===== config.mk =====
export PLATFORM = sky130hd
export DESIGN_NAME = fetch_ctrl
export DESIGN_NICKNAME = d
export VERILOG_FILES = /design/src/rtl/fetch_ctrl.sv
export SDC_FILE = /design/constraint.sdc
export NUM_CORES = 1
export LEC_CHECK = 0
export CAP_MARGIN = 40
export CORE_UTILIZATION = 30
export CTS_CLUSTER_SIZE = 8
export DETAILED_ROUTE_END_ITERATION = 8
export PLACE_DENSITY = 0.65
export REMOVE_ABC_BUFFERS = 1
export SLEW_MARGIN = 20
export SYNTH_ARGS = -nofsm -noshare
export SYNTH_HDL_FRONTEND = slang
export SYNTH_SLANG_ARGS = --single-unit
export TNS_END_PERCENT = 1

===== constraint.sdc =====
create_clock -name clk -period 6.5 [get_ports clk]
set_input_delay 0.975 -clock clk [delete_from_list [all_inputs] [get_ports clk]]
set_output_delay 0.975 -clock clk [all_outputs]
set_load 0.02 [all_outputs]

===== src/rtl/fetch_ctrl.sv =====
// fetch_ctrl: fetch-stage pipeline controller.
// Owns the program counter and the IF/ID / ID/EX control strobes. It stalls
// on data hazards and freezes fetch while a branch/call/return is
// unresolved. It redirects the PC on resolution and pulses the matching
// clr_*_haz to release the hazard detector's latch.
// Ports:
//   clk, rst                      clock, asynchronous active-high reset
//   data_hazard, control_hazard   hazard detector outputs
//   branch_id, call_id, ret_id    class of the instruction in ID
//   *_resolve, branch_taken,
//   *_target                      resolution from later stages
//   pc                            fetch address (registered)
//   ifid_en, ifid_flush           IF/ID load enable / NOP insert
//   idex_bubble                   ID/EX NOP insert
//   clr_branch_haz, clr_call_haz,
//   clr_ret_haz                   single-cycle latch clear pulses
//   timeout                       sticky: a control wait exceeded MAX_WAIT
module fetch_ctrl #(
  parameter int unsigned     PC_W     = 16,
  parameter logic [PC_W-1:0] RESET_PC = '0,
  parameter int unsigned     MAX_WAIT = 15
) (
  input  logic            clk,
  input  logic            rst,
  input  logic            data_hazard,
  input  logic            control_hazard,
  input  logic            branch_id,
  input  logic            call_id,
  input  logic            ret_id,
  input  logic            branch_resolve,
  input  logic            branch_taken,
  input  logic [PC_W-1:0] branch_target,
  input  logic            call_resolve,
  input  logic [PC_W-1:0] call_target,
  input  logic            ret_resolve,
  input  logic [PC_W-1:0] ret_target,
  output logic [PC_W-1:0] pc,
  output logic            ifid_en,
  output logic            ifid_flush,
  output logic            idex_bubble,
  output logic            clr_branch_haz,
  output logic            clr_call_haz,
  output logic            clr_ret_haz,
  output logic            timeout
);

  localparam int unsigned      CNT_W    = 8;
  localparam logic [CNT_W-1:0] CNT_LAST = CNT_W'(MAX_WAIT - 1);

  typedef enum logic [1:0] {RUN, WAIT_BR, WAIT_CALL, WAIT_RET} state_t;

  state_t           state_q, state_d;
  logic [CNT_W-1:0] cnt_q, cnt_d;
  logic [PC_W-1:0]  pc_d;
  logic             timeout_d;

  // Resolution view of the class currently being waited on
  logic             resolve;
  logic             load;
  logic [PC_W-1:0]  target;
  logic             clr_hit;

  // State, counter, PC and sticky timeout registers
  always_ff @(posedge clk or posedge rst) begin
    if (rst) begin
      state_q <= RUN;
      cnt_q   <= '0;
      pc      <= RESET_PC;
      timeout <= 1'b0;
    end else begin
      state_q <= state_d;
      cnt_q   <= cnt_d;
      pc      <= pc_d;
      timeout <= timeout_d;
    end
  end

  // Next-state, PC update and combinational strobes
  always_comb begin
    state_d     = state_q;
    cnt_d       = cnt_q;
    pc_d        = pc;
    timeout_d   = timeout;
    ifid_en     = 1'b0;
    ifid_flush  = 1'b0;
    idex_bubble = 1'b0;
    resolve     = 1'b0;
    load        = 1'b0;
    target      = pc;
    clr_hit     = 1'b0;

    // Only the resolve of the awaited class is looked at
    case (state_q)
      WAIT_BR: begin
        resolve = branch_resolve;
        load    = branch_taken;
        target  = branch_target;
      end
      WAIT_CALL: begin
        resolve = call_resolve;
        load    = 1'b1;
        target  = call_target;
      end
      WAIT_RET: begin
        resolve = ret_resolve;
        load    = 1'b1;
        target  = ret_target;
      end
      default: ;
    endcase

    case (state_q)
      RUN: begin
        if (data_hazard) begin
          // Instruction stays in ID; control classes are not acted on yet
          idex_bubble = 1'b1;
        end else if (branch_id || call_id || ret_id) begin
          // PC already holds the fall-through address; keep it
          ifid_flush = 1'b1;
          cnt_d      = '0;
          if (branch_id)    state_d = WAIT_BR;
          else if (call_id) state_d = WAIT_CALL;
          else              state_d = WAIT_RET;
        end else if (control_hazard) begin
          // Detector sees a control hazard the decode class did not: hold
          ifid_flush = 1'b1;
        end else begin
          ifid_en = 1'b1;
          pc_d    = pc + PC_W'(1);
        end
      end
      default: begin
        ifid_flush = 1'b1;
        if (resolve) begin
          clr_hit = 1'b1;
          state_d = RUN;
          if (load) pc_d = target;
        end else if (cnt_q == CNT_LAST) begin
          clr_hit   = 1'b1;
          timeout_d = 1'b1;
          state_d   = RUN;
        end else begin
          cnt_d = cnt_q + CNT_W'(1);
        end
      end
    endcase

    clr_branch_haz = clr_hit && (state_q == WAIT_BR);
    clr_call_haz   = clr_hit && (state_q == WAIT_CALL);
    clr_ret_haz    = clr_hit && (state_q == WAIT_RET);
  end

endmodule

==> results of run 1 <==
## layer usage
metal / wire [um] / track usage / up-vias
li1: - / - / 1069
met3: 342 / 0.0388 / 4
met1: 2780 / 0.232 / 1024
met4: 30 / 0.0376 / 0
met5: 0 / 0 / -
met2: 2960 / 0.311 / 68
## worst min path at each step
stage / end / slack (ns) / cells past startpoint
detailed placement: timeout / 0.45 / 1
global route: timeout / 0.50 / 1
floorplan: cnt_q[4] / 0.47 / 1
CTS: timeout / 0.48 / 1
global placement: timeout / 0.44 / 1
finish: timeout / 0.47 / 1
## power groups by stage
stage | logic (mW) | registers, mW | clock network, mW
2_1_floorplan | 0.448 | 0.362 | 0
3_3_place_gp | 0.781 | 0.319 | 0
3_5_place_dp | 0.793 | 0.322 | 0
4_1_cts | 0.795 | 0.319 | 0.101
5_1_grt | 0.874 | 0.334 | 0.107
6_report | 0.790 | 0.320 | 0.0949
## cell usage in the layout (no fill, tap or decap), types with 3 or more instances in the layout
cell type / n
nand3_1: 14
buf_4: 3
a211o_1: 3
and2_1: 7
clkbuf_8: 3
clkdlybuf4s50_1: 81
o21ai_0: 10
ha_1: 7
a211oi_1: 7
or3_1: 5
a21oi_1: 22
nor3_1: 5
and3_1: 3
a22oi_1: 3
a31oi_1: 4
nor2_1: 10
inv_1: 10
o41ai_1: 4
nand2_1: 22
dfrtp_1: 27
a21o_1: 5
mux2i_1: 3
a221oi_1: 5
o31ai_1: 4
o22ai_1: 3
a221o_1: 7
a22o_1: 7
## per-stage QoR
stage	cells	hold slack (ns)	setup WS [ns]	power, mW	util
after floorplan	221	0.467	3.39	0.810	-
after global placement	381	0.441	2.50	1.10	0.449
after detailed placement	383	0.448	2.41	1.12	0.453
after CTS	387	0.476	2.40	1.21	0.460
after global routing	387	0.499	2.26	1.32	0.460
final	387	0.472	2.43	1.20	0.460
## layout make-up
class | count | area, um^2
timing repair buffer | 85 | 848
fill | 624 | 3430
sequential | 27 | 676
multi-input combinational | 184 | 1220
tap | 77 | 96.3
inverter | 10 | 37.5
clock buffer | 4 | 45.0
## cells by family after synthesis
kind of cell | Yosys count | synth area share
AO/OA/AOI/OAI | 95 | 0.344
AND/OR/NAND/NOR | 78 | 0.202
flip-flops | 27 | 0.342
buffers and inverters | 24 | 0.0474
adder cells (fa/ha/maj) | 7 | 0.0443
multiplexers | 4 | 0.0209
## flip-flops by register name, summed over array words and instances, names as in the netlist
register / count
timeout: 1
state_q: 2
cnt_q: 8
pc: 16
==> flow_metrics.py, run 1 <==
metrics = {
    "status": {
        "status": "complete, no violations",
    },
    "global_route": {
        "gr-usage-all-layers": 0.181,
        "gr-total-overflow": 0,
        "grt_start_max_net_pins": 46,
        "grt_pass1_wl_um": 10400,
        "grt_pass1_vias": 2200,
        "antenna_found_initial": 0,
    },
    "finish": {
        "syn_to_final_growth_pct": 47.6,
        "final_nets": 377,
        "drive_above_1_share": 0.0387,
        "design_area_um2": 2920,
        "antenna_cells": 0,
    },
    "min_path": {
        "hold_path_class": "flip-flop to flip-flop",
        "hold_path.startpoint": "timeout",
    },
    "timing": {
        "skew_ns": 0.00916,
        "slew_viol_final": 0,
        "min_period_ns": 4.07,
        "setup_violations": 0,
        "rsz0062_at_grt": "false",
        "fmax_ghz": 0.246,
        "fin_tns_setup_ns": 0,
        "tightest_slew_ns": 0.810,
        "final-hold-violation-count": 0,
        "period_share": 0.626,
        "slew_headroom": 0.460,
    },
    "yosys": {
        "synth-edff-count": 0,
        "yosysTopAreaCellShare": 0.342,
        "ys_warn_count": 0,
        "synthFlopType": "dfrtp_1",
        "synth.distinct_cells": 45,
        "netlist_area_um2": 1980,
        "synthTopCellsByCount": "dfrtp_1, a21oi_1, nand2_1",
        "synth.most_common_cell": "dfrtp_1",
        "synth_area_leaders": "dfrtp_1, a21oi_1, ha_1",
        "async_reset_ff_frac": 1.00,
        "seq_area_frac_synth": 0.342,
        "synth-seq-cells": 27,
        "synthCells": 235,
        "syn_avg_cell_area_um2": 8.42,
        "synth_top_area_cell": "dfrtp_1",
    },
    "clock_network": {
        "clock_sinks": 27,
        "post_cts_resized": 0,
        "path_clk_slew_ns": 0.10,
        "cts_buffer_depth": 2,
        "cts_tree": "built",
        "cts_buffers": 3,
        "hold_buffers": 0,
        "post_cts_buffers": 0,
        "clkLatencyLatePin_ns": 0.27,
        "htree_levels": 1,
        "cts_root_buf": "clkbuf_8",
    },
    "flow_run": {
        "max_cap_viol_count": 0,
    },
    "worst_setup_path": {
        "r2r-start": "state_q[0]",
        "path_max_fanout": 6,
        "cp_cell_sequence": "clkdlybuf4s50_1 -> a222oi_1 -> a21oi_1 -> and2_1 -> clkdlybuf4s50_1",
        "crit_start": "ret_resolve",
        "arrival_ns": 3.10,
        "rrSetupSlack_ns": 3.40,
        "cp-end-kind": "output pin",
        "r2r-end": "cnt_q[1]",
        "start_kind": "input pin",
        "path_buf_inv": 2,
        "crit_cells": 5,
        "cpPeakStageDelay_ns": 0.73,
        "required_ns": 5.52,
        "critPathTopFamily": "buffers and inverters",
        "crit_top_cell": "clkdlybuf4s50_1",
        "slowest_stage": "a222oi_1",
        "endpoint": "clr_ret_haz",
        "worstSetupPathType": "input pin to output pin",
        "r2r_cells": 6,
    },
    "route": {
        "viasPerCell": 5.59,
        "num_vias": 2165,
        "dr.pass1.iters": 7,
        "wl_per_cell_um": 15.8,
        "drc": 0,
        "wl_um": 6110,
        "antenna_left": 0,
        "drt_iter0_drc": 117,
    },
    "floorplan": {
        "dieHeight_um": 83.2,
        "core_area_um2": 6350,
        "num_rows": 29,
        "die_width_um": 83.2,
        "dieArea_um2": 6920,
        "start_util": 0.312,
        "pin_count": 82,
    },
    "placed_design": {
        "dpl.hpwl_um": 4640,
        "gp_routability_congestion": 0.763,
        "port_buffers": 81,
        "placed_cell_area_um2": 2870,
    },
    "power": {
        "pwr-share-comb": 0.655,
        "switching_share": 0.487,
        "intPower_mw": 0.618,
        "leakagePower_nw": 1.20,
        "p_sw_mw": 0.587,
        "powerDensity_nw_per_um2": 413,
        "clkPwrFrac": 0.079,
        "pwr-share-seq": 0.266,
        "ir_drop_mv": 0.189,
    },
}
(Power assumes the default switching activity.)
==> run 2, diff against run 1 <==
--- a/config.mk
+++ b/config.mk
@@ -9,7 +9,7 @@
 export CORE_UTILIZATION = 30
 export CTS_CLUSTER_SIZE = 8
 export DETAILED_ROUTE_END_ITERATION = 8
-export PLACE_DENSITY = 0.65
+export PLACE_DENSITY = 0.67
 export REMOVE_ABC_BUFFERS = 1
 export SLEW_MARGIN = 20
 export SYNTH_ARGS = -nofsm -noshare
==> constraint.sdc (replaced) <==
create_clock -name clk -period 3.71 [get_ports clk]
set_input_delay 0.5565 -clock clk [delete_from_list [all_inputs] [get_ports clk]]
set_output_delay 0.5565 -clock clk [all_outputs]
set_load 0.02 [all_outputs]
==> flow_metrics.py, run 2 (same netlist as run 1, synthesis figures left out) <==
metrics = {
    "power": {
        "powerDensity_nw_per_um2": 730,
        "leakagePower_nw": 1.23,
        "ir_drop_mv": 0.410,
    },
    "clock_network": {
        "cts_tree": "built",
        "htree_levels": 1,
        "hold_buffers": 0,
        "post_cts_resized": 0,
        "cts_buffers": 3,
        "clock_sinks": 27,
        "clkLatencyLatePin_ns": 0.28,
        "cts_buffer_depth": 2,
        "cts_root_buf": "clkbuf_8",
        "post_cts_buffers": 0,
        "path_clk_slew_ns": 0.10,
    },
    "route": {
        "antenna_left": 0,
        "num_vias": 2165,
        "wl_per_cell_um": 15.8,
        "wl_um": 6190,
        "drt_iter0_drc": 127,
        "drc": 0,
        "viasPerCell": 5.52,
        "dr.pass1.iters": 7,
    },
    "placed_design": {
        "placed_cell_area_um2": 2910,
        "port_buffers": 81,
        "dp_cells": 388,
        "dpl.hpwl_um": 4610,
        "gp_routability_congestion": 0.832,
    },
    "worst_setup_path": {
        "start_kind": "flip-flop",
        "required_ns": 3.15,
        "arrival_ns": 2.41,
        "cp_cell_sequence": "nor4_1 -> nand3_1 -> a21oi_1 -> and2_1 -> clkdlybuf4s50_1",
        "critPathTopFamily": "simple AND/OR/NAND/NOR gates",
        "path_max_fanout": 8,
        "worstSetupPathType": "flip-flop to output pin",
        "cpPeakStageDelay_ns": 0.60,
        "path_buf_inv": 1,
        "slowest_stage": "clkdlybuf4s50_1",
        "cp-end-kind": "output pin",
    },
    "floorplan": {
        "core_area_um2": 6350,
        "die_width_um": 83.2,
        "dieHeight_um": 83.2,
        "num_rows": 29,
        "dieArea_um2": 6920,
        "start_util": 0.312,
        "pin_count": 82,
    },
    "finish": {
        "largest_register": "pc",
        "largest_reg_flops": 16,
        "final_nets": 382,
        "antenna_cells": 0,
        "finalNonFillerCells": 392,
        "design_area_um2": 2960,
        "fill_cells": 610,
        "final_cell_mix": "clkdlybuf4s50_1, dfrtp_1, nand2_1, a21oi_1, nand3_1",
        "largestRegisters": "pc: 16 flops, cnt_q: 8 flops, state_q: 2 flops",
        "multi_input_area_um2": 1220,
        "layout_commonest_cell": "clkdlybuf4s50_1",
        "drive_above_1_share": 0.0571,
        "regArea_um2": 676,
        "fin_util": 0.466,
        "syn_to_final_growth_pct": 49.5,
    },
    "timing": {
        "final-hold-violation-count": 0,
        "setup_violations": 0,
        "tightest_slew_ns": 0.681,
        "slew_headroom": 0.544,
        "period_share": 0.800,
        "slew_viol_final": 0,
        "fmax_ghz": 0.337,
        "fin_tns_setup_ns": 0,
        "skew_ns": 0.00703,
        "min_period_ns": 2.97,
        "rsz0062_at_grt": "false",
    },
    "min_path": {
        "hold_path_class": "flip-flop to flip-flop",
    },
    "global_route": {
        "grt_pass1_wl_um": 10600,
        "gr-usage-all-layers": 0.186,
        "grt_start_max_net_pins": 46,
        "antenna_found_initial": 0,
        "grt_pass1_vias": 2175,
        "gr-total-overflow": 0,
    },
    "flow_run": {
        "max_cap_viol_count": 0,
    },
    "status": {
        "status": "complete, no violations",
    },
}
## run 2: cell count changes in the layout (fill, tap and decap cells not counted), sizes merged
| cell | change |
|---|---|
| buf | +5 |
| clkbuf | -1 |
| clkinv | +1 |
## run 2: final cells by class
type,instances,area share
timing repair buffer,90,0.299
multi-input combinational,184,0.411
tap,77,0.0326
clock inverter,1,0.00169
inverter,10,0.0127
sequential,27,0.228
clock buffer,3,0.0140
## run 2: stage by stage
stage,power (mW),hold WS [ns],worst slack (ns)
final,2.16,0.483,0.740
after global routing,2.35,0.498,0.565
after CTS,2.17,0.476,0.739
after detailed placement,1.98,0.448,0.877
after global placement,1.97,0.443,0.897
after floorplan,1.42,0.467,0.840
## run 2: worst reg2reg max path, stage by stage (launching register included)
cell and delay (ns):
dfrtp_1 0.39, inv_1 0.10, ha_1 0.23, buf_4 0.22, a211oi_1 0.36, o32a_1 0.52
o21ai_0 0.17, a221o_1 0.31
## run 2: final timing paths
check / startpoint / end / slack [ns] / depth (start not counted)
setup / recovery: cnt_q[4] / clr_branch_haz / 0.74 / 5
setup reg to reg: state_q[0] / pc[5] / 1.32 / 7
hold / removal: timeout / timeout / 0.48 / 1
hold reg to reg: timeout / timeout / 0.48 / 1
min in group asynchronous: rst / pc[12] / 0.63 / 2
max in group asynchronous: rst / state_q[0] / 2.57 / 3
## run 2: power by group
part | switching (mW) | internal, mW
Clock | 0.102 | 0.0756
Sequential | 0.152 | 0.408
Combinational | 0.796 | 0.625
Total | 1.05 | 1.11
## run 2: per-layer routing
metal  track usage  wire (um)
met1         0.243       2870
met4        0.0266         23
met5             0          0
met2         0.326       2960
met3        0.0358        333
